`config.mk`:
```
export PLATFORM = sky130hd
export DESIGN_NAME = dbus_store_buffer
export DESIGN_NICKNAME = d
export VERILOG_FILES = /design/src/rtl/dbus_store_buffer_pkg.sv /design/src/rtl/dbus_store_buffer_stb_fifo.sv /design/src/rtl/dbus_store_buffer.sv
export SDC_FILE = /design/constraint.sdc
export NUM_CORES = 1
export LEC_CHECK = 0
export ABC_CLOCK_PERIOD_IN_PS = 4000
export BUFFER_PORTS_ARGS = -buffer_cell sky130_fd_sc_hd__buf_2
export CORE_ASPECT_RATIO = 1.4
export CORE_UTILIZATION = 55
export DETAILED_ROUTE_END_ITERATION = 10
export HOLD_SLACK_MARGIN = 0.06
export PLACE_DENSITY_LB_ADDON = 0.2
export RECOVER_POWER = 100
export SLEW_MARGIN = 30
export SYNTH_ARGS = -nofsm -noshare
export SYNTH_HDL_FRONTEND = slang
export SYNTH_SLANG_ARGS = --single-unit
```
`constraint.sdc`:
```
create_clock -name clk -period 4 [get_ports clk]
set_input_delay 0.8 -clock clk [delete_from_list [all_inputs] [get_ports clk]]
set_output_delay 0.8 -clock clk [all_outputs]
set_load 0.005 [all_outputs]
```
`src/rtl/dbus_store_buffer_pkg.sv`:
```
// Shared types for the dbus posted-write buffer.
// Latency: n/a (types only).
// Backpressure: n/a (types only).
// Contents: dbus request/response structs, buffered store entry, drain/load FSM states.
package dbus_store_buffer_pkg;

   typedef logic [31:0] addr_t;
   typedef logic [31:0] word_t;
   typedef logic [3:0]  strobe_t;
   typedef logic [2:0]  msize_t;

   typedef struct packed {
      logic    valid;
      addr_t   addr;
      msize_t  size;
      strobe_t strobe;
      word_t   data;
   } dbus_req_t;

   typedef struct packed {
      logic  addr_ok;
      logic  data_ok;
      word_t data;
   } dbus_resp_t;

   typedef struct packed {
      addr_t   addr;
      msize_t  size;
      strobe_t strobe;
      word_t   data;
   } stb_entry_t;

   typedef enum logic [2:0] {
      IDLE   = 3'd0,
      D_REQ  = 3'd1,
      D_RESP = 3'd2,
      L_REQ  = 3'd3,
      L_RESP = 3'd4
   } stb_state_t;

endpackage

```
`src/rtl/dbus_store_buffer_stb_fifo.sv`:
```
// Circular buffer of buffered stores, popped in push order.
// Latency: pushed entry visible at head the cycle after push (when buffer was empty).
// Backpressure: caller must not push when full unless popping in the same cycle.
// Ports: clk_i/rstn_i; push_i+push_dat_i write at tail; pop_i retires head; head_o, full_o,
//   empty_o, count_o status. With STB_LOAD_BYPASS_EN defined, vld_o/waddr_o expose every
//   slot's occupancy and word address for load address matching.
module stb_fifo
   import dbus_store_buffer_pkg::*;
#(
   parameter int  DEPTH = 4,
   localparam int PTR_W = (DEPTH > 1) ? $clog2(DEPTH) : 1
) (
   input  logic                        clk_i,
   input  logic                        rstn_i,
`ifdef STB_LOAD_BYPASS_EN
   output logic [DEPTH-1:0]            vld_o,
   output logic [DEPTH-1:0][29:0]      waddr_o,
`endif
   input  logic                        push_i,
   input  stb_entry_t                  push_dat_i,
   input  logic                        pop_i,
   output stb_entry_t                  head_o,
   output logic                        full_o,
   output logic                        empty_o,
   output logic [PTR_W:0]              count_o
);

   stb_entry_t        ent_q [DEPTH];
   logic [PTR_W-1:0]  head_q, tail_q;
   logic [PTR_W:0]    cnt_q;

   // Explicit wrap keeps DEPTH=1 pinned at slot 0.
   function automatic logic [PTR_W-1:0] ptr_inc(input logic [PTR_W-1:0] p);
      return (p == PTR_W'(DEPTH - 1)) ? '0 : p + PTR_W'(1);
   endfunction

   // Payload needs no reset: occupancy is carried entirely by the pointers and count.
   always_ff @(posedge clk_i) begin
      if (push_i) ent_q[tail_q] <= push_dat_i;
   end

   always_ff @(posedge clk_i or negedge rstn_i) begin
      if (!rstn_i) begin
         head_q <= '0;
         tail_q <= '0;
         cnt_q  <= '0;
      end else begin
         if (push_i) tail_q <= ptr_inc(tail_q);
         if (pop_i)  head_q <= ptr_inc(head_q);
         case ({push_i, pop_i})
            2'b10:   cnt_q <= cnt_q + (PTR_W+1)'(1);
            2'b01:   cnt_q <= cnt_q - (PTR_W+1)'(1);
            default: cnt_q <= cnt_q;
         endcase
      end
   end

   assign head_o  = ent_q[head_q];
   assign full_o  = (cnt_q == (PTR_W+1)'(DEPTH));
   assign empty_o = (cnt_q == '0);
   assign count_o = cnt_q;

`ifdef STB_LOAD_BYPASS_EN
   // A slot is occupied when its distance from head (mod DEPTH) is below the count.
   always_comb begin
      for (int i = 0; i < DEPTH; i++) begin
         vld_o[i]   = ({1'b0, PTR_W'(i) - head_q} < cnt_q);
         waddr_o[i] = ent_q[i].addr[31:2];
      end
   end
`endif

endmodule

```
`src/rtl/dbus_store_buffer.sv`:
```
// Posted-write buffer between core dbus and memory converter; loads ordered against stores.
// Latency: store addr_ok combinational, data_ok one cycle later; loads pass through once issued.
// Backpressure: addr_ok withheld when full (unless a drain completes that cycle) or a load owns dreq.
// Ports: clk/resetn; creq/cresp core side; dreq/dresp memory side; empty (no entries, FSM idle);
//   count (valid entries). Option STB_LOAD_BYPASS_EN lets non-conflicting loads pass buffered stores.
module dbus_store_buffer
   import dbus_store_buffer_pkg::*;
#(
   parameter int  DEPTH = 4,
   localparam int PTR_W = (DEPTH > 1) ? $clog2(DEPTH) : 1
) (
   input  logic           clk,
   input  logic           resetn,
   input  dbus_req_t      creq,
   output dbus_resp_t     cresp,
   output dbus_req_t      dreq,
   input  dbus_resp_t     dresp,
   output logic           empty,
   output logic [PTR_W:0] count
);

   stb_state_t state_q, state_d;
   logic       ack_q;
   stb_entry_t push_ent, head;
   logic       fifo_full, fifo_empty;
   logic       is_store, load_busy, drain_done, st_acc, ld_clear, load_go;

   assign is_store  = |creq.strobe;
   assign load_busy = (state_q == L_REQ) || (state_q == L_RESP);

   // Covers both the split handshake and memory completing in the request cycle.
   assign drain_done = ((state_q == D_REQ) && dresp.addr_ok && dresp.data_ok) ||
                       ((state_q == D_RESP) && dresp.data_ok);

   // A completing drain frees a slot in the same cycle, so a full buffer can still accept.
   assign st_acc = creq.valid && is_store && !load_busy && (!fifo_full || drain_done);

   assign push_ent = '{addr: creq.addr, size: creq.size, strobe: creq.strobe, data: creq.data};

`ifdef STB_LOAD_BYPASS_EN
   logic [DEPTH-1:0]       ent_vld;
   logic [DEPTH-1:0][29:0] ent_waddr;
   logic                   ld_hit;

   always_comb begin
      ld_hit = 1'b0;
      for (int i = 0; i < DEPTH; i++) begin
         if (ent_vld[i] && (ent_waddr[i] == creq.addr[31:2])) ld_hit = 1'b1;
      end
   end
   assign ld_clear = fifo_empty || !ld_hit;
`else
   assign ld_clear = fifo_empty;
`endif

   // Only starts from IDLE, so an in-progress drain always finishes first.
   assign load_go = (state_q == IDLE) && creq.valid && !is_store && ld_clear;

   stb_fifo #(.DEPTH(DEPTH)) u_fifo (
      .clk_i      (clk),
      .rstn_i     (resetn),
`ifdef STB_LOAD_BYPASS_EN
      .vld_o      (ent_vld),
      .waddr_o    (ent_waddr),
`endif
      .push_i     (st_acc),
      .push_dat_i (push_ent),
      .pop_i      (drain_done),
      .head_o     (head),
      .full_o     (fifo_full),
      .empty_o    (fifo_empty),
      .count_o    (count)
   );

   always_comb begin
      state_d = state_q;
      case (state_q)
         IDLE: begin
            if (load_go)          state_d = L_REQ;
            else if (!fifo_empty) state_d = D_REQ;
         end
         D_REQ:  if (dresp.addr_ok) state_d = dresp.data_ok ? IDLE : D_RESP;
         D_RESP: if (dresp.data_ok) state_d = IDLE;
         L_REQ:  if (dresp.addr_ok) state_d = dresp.data_ok ? IDLE : L_RESP;
         L_RESP: if (dresp.data_ok) state_d = IDLE;
         default: state_d = IDLE;
      endcase
   end

   always_ff @(posedge clk or negedge resetn) begin
      if (!resetn) begin
         state_q <= IDLE;
         ack_q   <= 1'b0;
      end else begin
         state_q <= state_d;
         ack_q   <= st_acc;
      end
   end

   always_comb begin
      cresp         = '0;
      dreq          = '0;
      cresp.addr_ok = st_acc;
      cresp.data_ok = ack_q;
      case (state_q)
         D_REQ: begin
            dreq.valid  = 1'b1;
            dreq.addr   = head.addr;
            dreq.size   = head.size;
            dreq.strobe = head.strobe;
            dreq.data   = head.data;
         end
         L_REQ: begin
            dreq          = creq;
            cresp.addr_ok = dresp.addr_ok;
            cresp.data_ok = dresp.addr_ok && dresp.data_ok;
            cresp.data    = dresp.data;
         end
         L_RESP: begin
            cresp.data_ok = dresp.data_ok;
            cresp.data    = dresp.data;
         end
         default: ;
      endcase
   end

   assign empty = fifo_empty && (state_q == IDLE);

endmodule

```
# Yosys cells after proc, flatten, opt, wreduce, memory -nomap -nowiden
# Memories as Yosys holds them, arrays and structs flattened.
# Cells that the tools add are included.
# op_classes
addsub	4
n_eq_ne	13
n_mux	16
n_reduce_logical	23
# op_table
operator	count
$pmux 72 s2	1
$pmux 33 s2	1
$mux 3	6
$pmux 3 s4	1
$logic_and 1x1->1	11
$eq 2x2->1 const B	3
$eq 3x2->1 const B	2
$eq 3x3->1 const B	2
$logic_not 3->1	2
$mux 2	3
$pmux 3 s2	1
$add 2x1->2 const B	2
$ne 2x2->1 const B	2
$reduce_and 4->1	1
$reduce_or 4->1	1
$add 3x1->3 const B	1
$eq 3x1->1 const B	1
$logic_not 1->1	3
$logic_or 1x1->1	3
$mux 1	3
$ne 3x3->1 const B	1
$sub 3x1->3 const B	1
$eq 2x1->1 const B	1
$ne 2x1->1 const B	1
other kinds (2)	2
# word_totals
ff_bits	11
ramBits	284
in_bits	108
output_inout_bits	110
elab_cells	62
n_memories	1
# memory_table
name	depth	word_bits	rd	rd_ports_with_merged_regs	wr	line	source
u_fifo.ent_q	4	71	1	0	1	dbus_store_buffer_stb_fifo.sv:28	stb_entry_t ent_q [DEPTH];

# Depth between registers and ports, before layout
# Gate-level depths: netlist of run 1.
# depth
depth_word	8
depth_mapped	8
ltp_nobuf	7

# Hierarchy
# A second synthesis of run 1 with hierarchy kept.
# hier_totals
hier_cells	570
area_unflattened_um2	11992.8
# by_module_without_submodules
mod	n_inst	cells_each	area_each_um2	seq_area_each_um2
stb_fifo	1	409	10737.8	8703.3
dbus_store_buffer	1	161	1255.0	100.1

# Least setup slack after synthesis of run 1
# No wires, ideal clock.
# synth_path
path_kind	input port to flip-flop
from	input creq[33] (netlist name)
to	memory u_fifo.ent_q[1][0] (netlist name), enable pin
setup_ns	0.437
t_arrival_ns	3.203
required_time_ns	3.563
slack_ns	0.360
cell_stages	4
path_buffers	0
cell_sequence	nor4_2 > a2111oi_4 > o21a_4 > and2_1
# synth_via
elab_chain_cells	6
# synth_lines
element	line	source
start: declaration	dbus_store_buffer.sv:14	input dbus_req_t creq,
$reduce_or 4->1	dbus_store_buffer.sv:28	assign is_store = |creq.strobe;
$logic_and 1x1->1 (3 in a row)	dbus_store_buffer.sv:36	assign st_acc = creq.valid && is_store && !load_busy && (!fifo_full || drain_done);
net st_acc	dbus_store_buffer.sv:26	logic is_store, load_busy, drain_done, st_acc, ld_clear, load_go;
$mux 1	dbus_store_buffer_stb_fifo.sv:39	if (push_i) ent_q[tail_q] <= push_dat_i;
$mux 1 (not written as such)	dbus_store_buffer_stb_fifo.sv:39	
end: declaration	dbus_store_buffer_stb_fifo.sv:28	
# The timed path passes the listed nets, and every way through them passes these cells.

==> results of run 1 <==
[per-layer routing]
layer / part of all wire, % / GRT usage (%) / vias up
li1: - / - / 2872
met3: 5.7 / 3.57 / 33
met4: 1.7 / 7.39 / 0
met1: 40 / 28.7 / 3396
met5: 0 / 0 / -
met2: 53 / 39.4 / 241
[where the power goes]
part	internal [mW]	switching (mW)	leakage (nW)
Clock	1.52	1.08	0.447
Sequential	4.09	0.393	2.73
Combinational	1.66	1.71	1.61
Total	7.26	3.18	4.78
[placed cells by master, fill, tap and decap left out, types with 3 or more instances in the layout]
master                      instances
sky130_fd_sc_hd__edfxtp_1         284
sky130_fd_sc_hd__clkbuf_1         147
sky130_fd_sc_hd__buf_2             74
sky130_fd_sc_hd__mux4_2            71
sky130_fd_sc_hd__a22o_1            71
sky130_fd_sc_hd__nor2b_1           33
sky130_fd_sc_hd__clkbuf_16         29
sky130_fd_sc_hd__dfrtp_1            9
sky130_fd_sc_hd__inv_1              7
sky130_fd_sc_hd__clkinv_2           7
sky130_fd_sc_hd__clkinv_1           6
sky130_fd_sc_hd__nor2_1             5
sky130_fd_sc_hd__ha_1               5
sky130_fd_sc_hd__buf_12             5
sky130_fd_sc_hd__a21oi_1            4
sky130_fd_sc_hd__and2_2             4
sky130_fd_sc_hd__buf_4              4
sky130_fd_sc_hd__nand2b_1           3
sky130_fd_sc_hd__nand2_1            3
sky130_fd_sc_hd__mux2_2             3
sky130_fd_sc_hd__nor3_1             3
sky130_fd_sc_hd__bufinv_16          3
sky130_fd_sc_hd__clkbuf_2           3
[kinds of logic after synthesis]
family          synth area share, %
compound gates                 6.65
xor+xnor                      0.146
fa+ha+maj                     0.688
buf+inv                        1.65
flops                          73.4
mux                            14.1
simple gates                   3.41
[area by class of cell]
| class | count | area, um2 | area share, % |
|---|---|---|---|
| Antenna cell | 2 | 5.00 | 0.0354 |
| Clock buffer | 34 | 744 | 5.27 |
| Clock inverter | 18 | 164 | 1.16 |
| Inverter | 7 | 26.3 | 0.186 |
| Multi-Input combinational cell | 238 | 2980 | 21.1 |
| Sequential cell | 295 | 8810 | 62.3 |
| Tap cell | 260 | 325 | 2.30 |
| Timing Repair Buffer | 230 | 1080 | 7.66 |
[registers in the layout, summed over array words and instances (netlist names)]
name            cells
ack_q               1
state_q             3
u_fifo.count_o      3
u_fifo.ent_q      284
u_fifo.head_q       2
u_fifo.tail_q       2
[final timing paths]
check | to | start | slack, ps | depth (start not counted)
setup / recovery | dreq[53] | state_q[1] | 320 | 5
hold / removal | u_fifo.count_o[0] | resetn | 270 | 1
setup reg to reg | u_fifo.ent_q[3][24] | state_q[2] | 730 | 5
hold reg to reg | u_fifo.count_o[0] | u_fifo.count_o[0] | 560 | 1
max in group asynchronous | u_fifo.head_q[1] | resetn | 3240 | 1
min in group clk | state_q[0] | dresp[33] | 550 | 2
[worst max-delay path, stage by stage, from the launching register on]
cell and delay, ps:
sky130_fd_sc_hd__dfrtp_1 540, sky130_fd_sc_hd__nand2b_1 290, sky130_fd_sc_hd__nor2_4 480, sky130_fd_sc_hd__clkbuf_4 580, sky130_fd_sc_hd__a22o_1 240, sky130_fd_sc_hd__clkbuf_1 160
[per-stage QoR]
| stage | total power, mW | instance area (um2) |
|---|---|---|
| CTS | 10.7 | 14400 |
| finish | 10.4 | 14100 |
| detailed placement | 8.09 | 13500 |
| floorplan | 6.74 | 12000 |
| global route | 10.9 | 14100 |
| global placement | 7.98 | 13400 |
==> report_table.html, run 1 <==
<table>
<tr><th>Metric</th><th>Value</th></tr>
<tr><th colspan="2">Floorplan</th></tr>
<tr><td>Initial core utilization</td><td>between 50% and 60%</td></tr>
<tr><td>Height of the die</td><td>177 um</td></tr>
<tr><td>Number of primary I/O pins</td><td>about 220</td></tr>
<tr><td>Die footprint</td><td>0.0224 mm2</td></tr>
<tr><td>Core region area</td><td>0.0213 mm2</td></tr>
<tr><td>Standard-cell rows</td><td>63</td></tr>
<tr><td>Chip width</td><td>127 um</td></tr>
<tr><th colspan="2">Route</th></tr>
<tr><td>Detailed Routing Iterations Pass 1</td><td>5</td></tr>
<tr><td>Total Routed Length</td><td>25.1 mm</td></tr>
<tr><td>Detailed-route via count</td><td>6542</td></tr>
<tr><td>Post-route ant nets</td><td>0</td></tr>
<tr><td>Wire length per cell after detailed routing</td><td>23.1 um</td></tr>
<tr><td>Via density per instance</td><td>6.04</td></tr>
<tr><td>DRT iter0 DRCs</td><td>between 400 and 500</td></tr>
<tr><td>DRC errors left</td><td>0</td></tr>
<tr><th colspan="2">Clock tree</th></tr>
<tr><td>Number of gates given a new drive strength after cts</td><td>0</td></tr>
<tr><td>Clk sink count</td><td>295</td></tr>
<tr><td>Maximum clock path buffer count</td><td>3</td></tr>
<tr><td>TritonCTS clock tree</td><td>yes</td></tr>
<tr><td>Post-CTS clock slew at the launch and capture registers of the worst setup and hold paths</td><td>60 ps</td></tr>
<tr><td>Clk Tree Root Cell</td><td>sky130_fd_sc_hd__clkbuf_16</td></tr>
<tr><td>Clock insertion delay at the later pin of the skew report</td><td>530 ps</td></tr>
<tr><td>Max H-tree Level</td><td>1</td></tr>
<tr><td>Number of hold buffers added after CTS</td><td>0</td></tr>
<tr><td>TritonCTS buffer count</td><td>29</td></tr>
<tr><td>Count of buffers added by post-CTS timing repair for setup</td><td>0</td></tr>
<tr><th colspan="2">Placement</th></tr>
<tr><td>Count of input and output buffers</td><td>between 200 and 250</td></tr>
<tr><td>Weighted congestion reported at the end of routability-driven placement</td><td>between 0.8 and 0.9</td></tr>
<tr><td>Pre-CTS WS</td><td>882 ps</td></tr>
<tr><td>Number of cells after detailed placement</td><td>1030</td></tr>
<tr><td>DPL Wire Length</td><td>15.3 mm</td></tr>
<tr><th colspan="2">Synthesis</th></tr>
<tr><td>Post-synthesis net count</td><td>691</td></tr>
<tr><td>Warnings, synthesis</td><td>0</td></tr>
<tr><td>Fraction of the yosys area taken by sequential cells</td><td>about three quarters</td></tr>
<tr><td>Largest area contributor in the netlist</td><td>sky130_fd_sc_hd__edfxtp_1</td></tr>
<tr><td>Commonest cells in the synthesized netlist</td><td>sky130_fd_sc_hd__edfxtp_1 (284), sky130_fd_sc_hd__a22o_1 (71), sky130_fd_sc_hd__mux4_2 (71), sky130_fd_sc_hd__nor2b_1 (33), sky130_fd_sc_hd__clkbuf_1 (20)</td></tr>
<tr><td>Leading cell types by total area after synthesis</td><td>sky130_fd_sc_hd__edfxtp_1 (71%), sky130_fd_sc_hd__mux4_2 (13%), sky130_fd_sc_hd__a22o_1 (5.2%), sky130_fd_sc_hd__dfrtp_1 (2.3%), sky130_fd_sc_hd__nor2b_1 (1.7%)</td></tr>
<tr><td>Total standard cell area after synthesis</td><td>approximately 0.012 mm2</td></tr>
<tr><td>Number of enable flip-flop cells after synthesis</td><td>284</td></tr>
<tr><td>Fraction of post-synthesis cell area in the top cell type by area</td><td>71.1%</td></tr>
<tr><td>Cell with the most instances after synthesis</td><td>sky130_fd_sc_hd__edfxtp_1</td></tr>
<tr><td>Most used flip-flop cell after synthesis</td><td>sky130_fd_sc_hd__edfxtp_1</td></tr>
<tr><td>Count of distinct cell types in the synthesized netlist</td><td>48</td></tr>
<tr><td>Mapped Avg Cell Area</td><td>20.8 um2</td></tr>
<tr><td>Synth Instances</td><td>577</td></tr>
<tr><td>Total of flip-flops plus latches after synthesis</td><td>295</td></tr>
<tr><td>Share of synthesized registers carrying an async set or reset</td><td>3.73%</td></tr>
<tr><th colspan="2">Global routing</th></tr>
<tr><td>Global-route wire length before repair</td><td>38.2 mm</td></tr>
<tr><td>All-layer global routing usage</td><td>22.5%</td></tr>
<tr><td>Maximum number of pins on one net before global-route repair</td><td>43</td></tr>
<tr><td>Grt total ovfl</td><td>0</td></tr>
<tr><td>Number of global-route vias before repair</td><td>6911</td></tr>
<tr><td>Number of antenna violations at the first check in global routing</td><td>2</td></tr>
<tr><th colspan="2">Pwr</th></tr>
<tr><td>Maximum ir drop on the vdd rail</td><td>445 uV</td></tr>
<tr><td>Static leakage power</td><td>~4.8 nW</td></tr>
<tr><td>Ratio of total power to cell area</td><td>739 mW/mm2</td></tr>
<tr><th colspan="2">Job</th></tr>
<tr><td>Count of maximum capacitance violations</td><td>0</td></tr>
<tr><th colspan="2">Final layout</th></tr>
<tr><td>Filler cell count in the final layout</td><td>1460</td></tr>
<tr><td>Area grow syn2layout</td><td>17.9%</td></tr>
<tr><td>Non-filler cells in the finished layout</td><td>1084</td></tr>
<tr><td>Number of nets in the finished design</td><td>roughly 900</td></tr>
<tr><td>Fraction of layout instances using a drive strength above 1</td><td>a little over a quarter</td></tr>
<tr><td>Post-layout util</td><td>66.4%</td></tr>
<tr><th colspan="2">STA</th></tr>
<tr><td>Final count of hold timing violations</td><td>0</td></tr>
<tr><td>Highest clock frequency the design can meet</td><td>272 MHz</td></tr>
<tr><td>Count of pins over their slew limit</td><td>0</td></tr>
<tr><td>Hold WS</td><td>269 ps</td></tr>
<tr><td>Unrepaired setup endpoints after global routing</td><td>false</td></tr>
<tr><td>Share of the cycle needed by the critical path after routing</td><td>between 90% and 100%</td></tr>
<tr><td>Final-layout setup total negative slack</td><td>0 ps</td></tr>
<tr><td>Final setup violating endpoints</td><td>0</td></tr>
<tr><td>Worst slew pin tran</td><td>976 ps</td></tr>
<tr><td>Clock skew</td><td>a little under 6 ps</td></tr>
<tr><td>Post-route setup slack</td><td>between 300 and 400 ps</td></tr>
<tr><td>Worst max-slew margin expressed relative to the limit</td><td>35.0%</td></tr>
<tr><td>Shortest clock period the worst path allows after layout</td><td>3680 ps</td></tr>
<tr><th colspan="2">Worst setup path</th></tr>
<tr><td>Worst endpoint data arrival time</td><td>2880 ps</td></tr>
<tr><td>Critical path endpoint category</td><td>output port</td></tr>
<tr><td>Worst setup path class</td><td>flip-flop to output port</td></tr>
<tr><td>Kind of start point of the critical path</td><td>flip-flop</td></tr>
<tr><td>Worst EP required</td><td>3200 ps</td></tr>
<tr><td>Highest net fanout along the worst path</td><td>38</td></tr>
<tr><th colspan="2">Min path</th></tr>
<tr><td>Worst min-delay path category</td><td>primary input to async pin</td></tr>
<tr><th colspan="2">Status</th></tr>
<tr><td>Run status</td><td>complete, no violations</td></tr>
</table>
(Power assumes the default switching activity.)
==> run 2: changes to the inputs <==
--- a/config.mk
+++ b/config.mk
@@ -10,6 +10,7 @@
 export CORE_ASPECT_RATIO = 1.4
 export CORE_UTILIZATION = 55
 export DETAILED_ROUTE_END_ITERATION = 10
+export GPL_TIMING_DRIVEN = 0
 export HOLD_SLACK_MARGIN = 0.06
 export PLACE_DENSITY_LB_ADDON = 0.2
 export RECOVER_POWER = 100
==> run 2 against run 1 <==
Global-route usage grew 0.31 points. Via count grew 1.2%. Clock skew grew 10 ps. Critical path type unchanged.
==> report_table.html, run 2 (synthesis gave the netlist of run 1 again) <==
<table>
<tr><th>Metric</th><th>Value</th></tr>
<tr><th colspan="2">Final layout</th></tr>
<tr><td>Commonest cells after routing, fill and taps aside</td><td>sky130_fd_sc_hd__edfxtp_1 (284), sky130_fd_sc_hd__clkbuf_1 (173), sky130_fd_sc_hd__buf_2 (80)</td></tr>
<tr><td>Most common cell after layout, fill and taps aside</td><td>sky130_fd_sc_hd__edfxtp_1</td></tr>
<tr><td>Area grow syn2layout</td><td>18.7%</td></tr>
<tr><td>Number of flip-flops in the largest register</td><td>284 (unchanged)</td></tr>
<tr><td>Non-Filler Cell Area, Final</td><td>0.0142 mm2 (+0.73%)</td></tr>
<tr><td>Number of nets in the finished design</td><td>942 (+3.0%)</td></tr>
<tr><td>Antenna Cells</td><td>0 (-2)</td></tr>
<tr><td>Fraction of layout instances using a drive strength above 1</td><td>25.3% (-1.2 points)</td></tr>
<tr><td>Non-filler cells in the finished layout</td><td>1109 (+2.3%)</td></tr>
<tr><td>Largest reg by FF count</td><td>u_fifo.ent_q</td></tr>
<tr><th colspan="2">Route</th></tr>
<tr><td>Total Routed Length</td><td>25.2 mm (+0.61%)</td></tr>
<tr><td>Post-route ant nets</td><td>0 (unchanged)</td></tr>
<tr><td>DRC errors left</td><td>0 (unchanged)</td></tr>
<tr><td>Detailed-route via count</td><td>6619 (+1.2%)</td></tr>
<tr><td>Via density per instance</td><td>5.97 (-1.1%)</td></tr>
<tr><td>Detailed Routing Iterations Pass 1</td><td>5 (unchanged)</td></tr>
<tr><td>Wire length per cell after detailed routing</td><td>22.7 um (-1.7%)</td></tr>
<tr><td>DRT iter0 DRCs</td><td>491 (+4.9%)</td></tr>
<tr><th colspan="2">Floorplan</th></tr>
<tr><td>Height of the die</td><td>177 um (unchanged)</td></tr>
<tr><td>Standard-cell rows</td><td>63 (unchanged)</td></tr>
<tr><td>Number of primary I/O pins</td><td>218 (unchanged)</td></tr>
<tr><td>Core region area</td><td>0.0213 mm2 (unchanged)</td></tr>
<tr><td>Die footprint</td><td>0.0224 mm2 (unchanged)</td></tr>
<tr><td>Chip width</td><td>127 um (unchanged)</td></tr>
<tr><td>Initial core utilization</td><td>56.4% (unchanged)</td></tr>
<tr><th colspan="2">Placement</th></tr>
<tr><td>Count of input and output buffers</td><td>217 (unchanged)</td></tr>
<tr><td>Post-place instance area</td><td>0.0135 mm2 (+0.53%)</td></tr>
<tr><td>Pre-CTS WS</td><td>895 ps (+13.3 ps)</td></tr>
<tr><td>DPL Wire Length</td><td>16.0 mm (+5.0%)</td></tr>
<tr><td>Weighted congestion reported at the end of routability-driven placement</td><td>0.801 (-1.5%)</td></tr>
<tr><td>Number of cells after detailed placement</td><td>1058 (+2.7%)</td></tr>
<tr><th colspan="2">STA</th></tr>
<tr><td>Highest clock frequency the design can meet</td><td>271 MHz (-0.35%)</td></tr>
<tr><td>Final count of hold timing violations</td><td>0 (unchanged)</td></tr>
<tr><td>Worst max-slew margin expressed relative to the limit</td><td>33.3% (-1.6 points)</td></tr>
<tr><td>Final setup violating endpoints</td><td>0 (unchanged)</td></tr>
<tr><td>Shortest clock period the worst path allows after layout</td><td>3690 ps (+13.0 ps)</td></tr>
<tr><td>Count of pins over their slew limit</td><td>0 (unchanged)</td></tr>
<tr><td>Worst slew pin tran</td><td>1000 ps (+24.4 ps)</td></tr>
<tr><td>Clock skew</td><td>16.3 ps (+10.4 ps)</td></tr>
<tr><td>Hold WS</td><td>260 ps (-9.45 ps)</td></tr>
<tr><td>Post-route setup slack</td><td>308 ps (-13.0 ps)</td></tr>
<tr><td>Share of the cycle needed by the critical path after routing</td><td>92.3% (+0.33 points)</td></tr>
<tr><td>Unrepaired setup endpoints after global routing</td><td>false</td></tr>
<tr><th colspan="2">Pwr</th></tr>
<tr><td>Static leakage power</td><td>4.81 nW (+0.54%)</td></tr>
<tr><td>Sw Share</td><td>30.6% (+0.16 points)</td></tr>
<tr><td>Net switching power</td><td>3.24 mW (+1.9%)</td></tr>
<tr><td>Ratio of total power to cell area</td><td>743 mW/mm2 (+0.66%)</td></tr>
<tr><td>Relative contribution of the clock network to total power</td><td>25.3% (+0.5 points)</td></tr>
<tr><td>Overall power consumption</td><td>10.6 mW (+1.4%)</td></tr>
<tr><td>Sequential share of power</td><td>40.1% (-2.8 points)</td></tr>
<tr><td>Maximum ir drop on the vdd rail</td><td>496 uV (+11%)</td></tr>
<tr><td>Combinational Power Share</td><td>34.5% (+2.2 points)</td></tr>
<tr><td>Internal power</td><td>7.35 mW (+1.2%)</td></tr>
<tr><th colspan="2">Worst setup path</th></tr>
<tr><td>Critical path startpoint</td><td>state_q[0]</td></tr>
<tr><td>Startpoint of the worst register-to-register path</td><td>state_q[0]</td></tr>
<tr><td>Kind of start point of the critical path</td><td>flip-flop</td></tr>
<tr><td>Cell count of the worst reg-to-reg path</td><td>6 (+1)</td></tr>
<tr><td>Highest net fanout along the worst path</td><td>10 (-74%)</td></tr>
<tr><td>Worst endpoint data arrival time</td><td>2890 ps (about the same)</td></tr>
<tr><td>Reg-to-Reg End</td><td>u_fifo.ent_q[2][16]</td></tr>
<tr><td>Worst setup path class</td><td>flip-flop to output port</td></tr>
<tr><td>Setup slack on the worst flop-to-flop path</td><td>670 ps (-60 ps)</td></tr>
<tr><td>Worst EP required</td><td>3200 ps (about the same)</td></tr>
<tr><td>Critical path endpoint category</td><td>output port</td></tr>
<tr><td>CP endpoint</td><td>dreq[61]</td></tr>
<tr><th colspan="2">Global routing</th></tr>
<tr><td>Maximum number of pins on one net before global-route repair</td><td>42 (-2.3%)</td></tr>
<tr><td>Grt total ovfl</td><td>0 (unchanged)</td></tr>
<tr><td>Number of global-route vias before repair</td><td>7080 (+2.4%)</td></tr>
<tr><td>All-layer global routing usage</td><td>22.8% (+0.31 points)</td></tr>
<tr><td>Number of antenna violations at the first check in global routing</td><td>0 (-2)</td></tr>
<tr><td>Global-route wire length before repair</td><td>38.7 mm (+1.4%)</td></tr>
<tr><th colspan="2">Clock tree</th></tr>
<tr><td>TritonCTS buffer count</td><td>28 (-3.4%)</td></tr>
<tr><td>Clk sink count</td><td>295 (unchanged)</td></tr>
<tr><td>Max H-tree Level</td><td>1 (unchanged)</td></tr>
<tr><td>Count of buffers added by post-CTS timing repair for setup</td><td>0 (unchanged)</td></tr>
<tr><td>TritonCTS clock tree</td><td>yes</td></tr>
<tr><td>Number of gates given a new drive strength after cts</td><td>0 (unchanged)</td></tr>
<tr><td>Post-CTS clock slew at the launch and capture registers of the worst setup and hold paths</td><td>60 ps (about the same)</td></tr>
<tr><td>Clock insertion delay at the later pin of the skew report</td><td>540 ps (about the same)</td></tr>
<tr><td>Number of hold buffers added after CTS</td><td>0 (unchanged)</td></tr>
<tr><td>Clk Tree Root Cell</td><td>sky130_fd_sc_hd__clkbuf_16</td></tr>
<tr><td>Maximum clock path buffer count</td><td>3 (unchanged)</td></tr>
<tr><th colspan="2">Status</th></tr>
<tr><td>Run status</td><td>complete, no violations</td></tr>
<tr><th colspan="2">Min path</th></tr>
<tr><td>Worst min-delay path category</td><td>primary input to async pin</td></tr>
<tr><th colspan="2">Job</th></tr>
<tr><td>Count of maximum capacitance violations</td><td>0 (unchanged)</td></tr>
</table>
## run 2: cell count changes in the layout (fill, tap and decap cells not counted), moves of 2 or more
cell	previous run	this run
sky130_fd_sc_hd__buf_4	4	0
sky130_fd_sc_hd__dfrtp_4	2	0
sky130_fd_sc_hd__buf_12	5	0
sky130_fd_sc_hd__clkinv_2	7	4
sky130_fd_sc_hd__buf_2	74	80
sky130_fd_sc_hd__buf_1	0	3
sky130_fd_sc_hd__diode_2	2	0
sky130_fd_sc_hd__clkbuf_2	3	1
sky130_fd_sc_hd__buf_16	1	4
sky130_fd_sc_hd__clkinv_1	6	4
sky130_fd_sc_hd__clkinvlp_4	1	4
sky130_fd_sc_hd__clkbuf_1	147	173
sky130_fd_sc_hd__dfrtp_1	9	11
## run 2: worst min path at each step
stage / to / slack, ps
CTS: u_fifo.count_o[0] / 120
global placement: u_fifo.tail_q[1] / 550
global route: u_fifo.count_o[0] / 290
detailed placement: u_fifo.count_o[0] / 550
floorplan: ack_q / 500
finish: u_fifo.count_o[0] / 260
## run 2: per-layer routing
layer  global-route usage (%)  up-vias  part of all wire [%]
met1                     29.2     3439                    40
met2                     40.5      215                    53
met5                        0        -                     0
met3                     3.54       37                   5.1
li1                         -     2928                     -
met4                     6.15        0                   1.7
## run 2: final cells by class
| type | instances | area (um2) |
|---|---|---|
| timing repair buffer | 221 | 1020 |
| buffer | 37 | 160 |
| clock inverter | 17 | 194 |
| inverter | 7 | 26.3 |
| fill | 1515 | 7040 |
| tap | 260 | 325 |
| multi-input combinational | 238 | 2970 |
| clock buffer | 34 | 744 |
| sequential | 295 | 8800 |
## run 2: stage by stage
| stage | setup TNS, ps | util [%] |
|---|---|---|
| after floorplan | 0 | - |
| after global placement | -341640 | 63.0 |
| after detailed placement | 0 | 63.6 |
| after CTS | 0 | 68.0 |
| after global routing | 0 | 66.9 |
| final | 0 | 66.9 |
## run 2: worst max-delay path, stage by stage (launching register included)
cell and delay [ps]:
sky130_fd_sc_hd__dfrtp_1 350, sky130_fd_sc_hd__clkbuf_1 340, sky130_fd_sc_hd__nand2b_1 220, sky130_fd_sc_hd__nor2_2 510, sky130_fd_sc_hd__clkbuf_1 550, sky130_fd_sc_hd__a22o_1 220, sky130_fd_sc_hd__clkbuf_1 170
## run 2: power by group through the flow
stage	logic, mW	registers, mW	clock network [mW]
CTS	3.85	4.25	2.73
global placement	3.66	4.35	0
detailed placement	3.80	4.32	0
global route	3.98	4.30	2.83
floorplan	2.45	4.29	0
finish	3.66	4.25	2.68
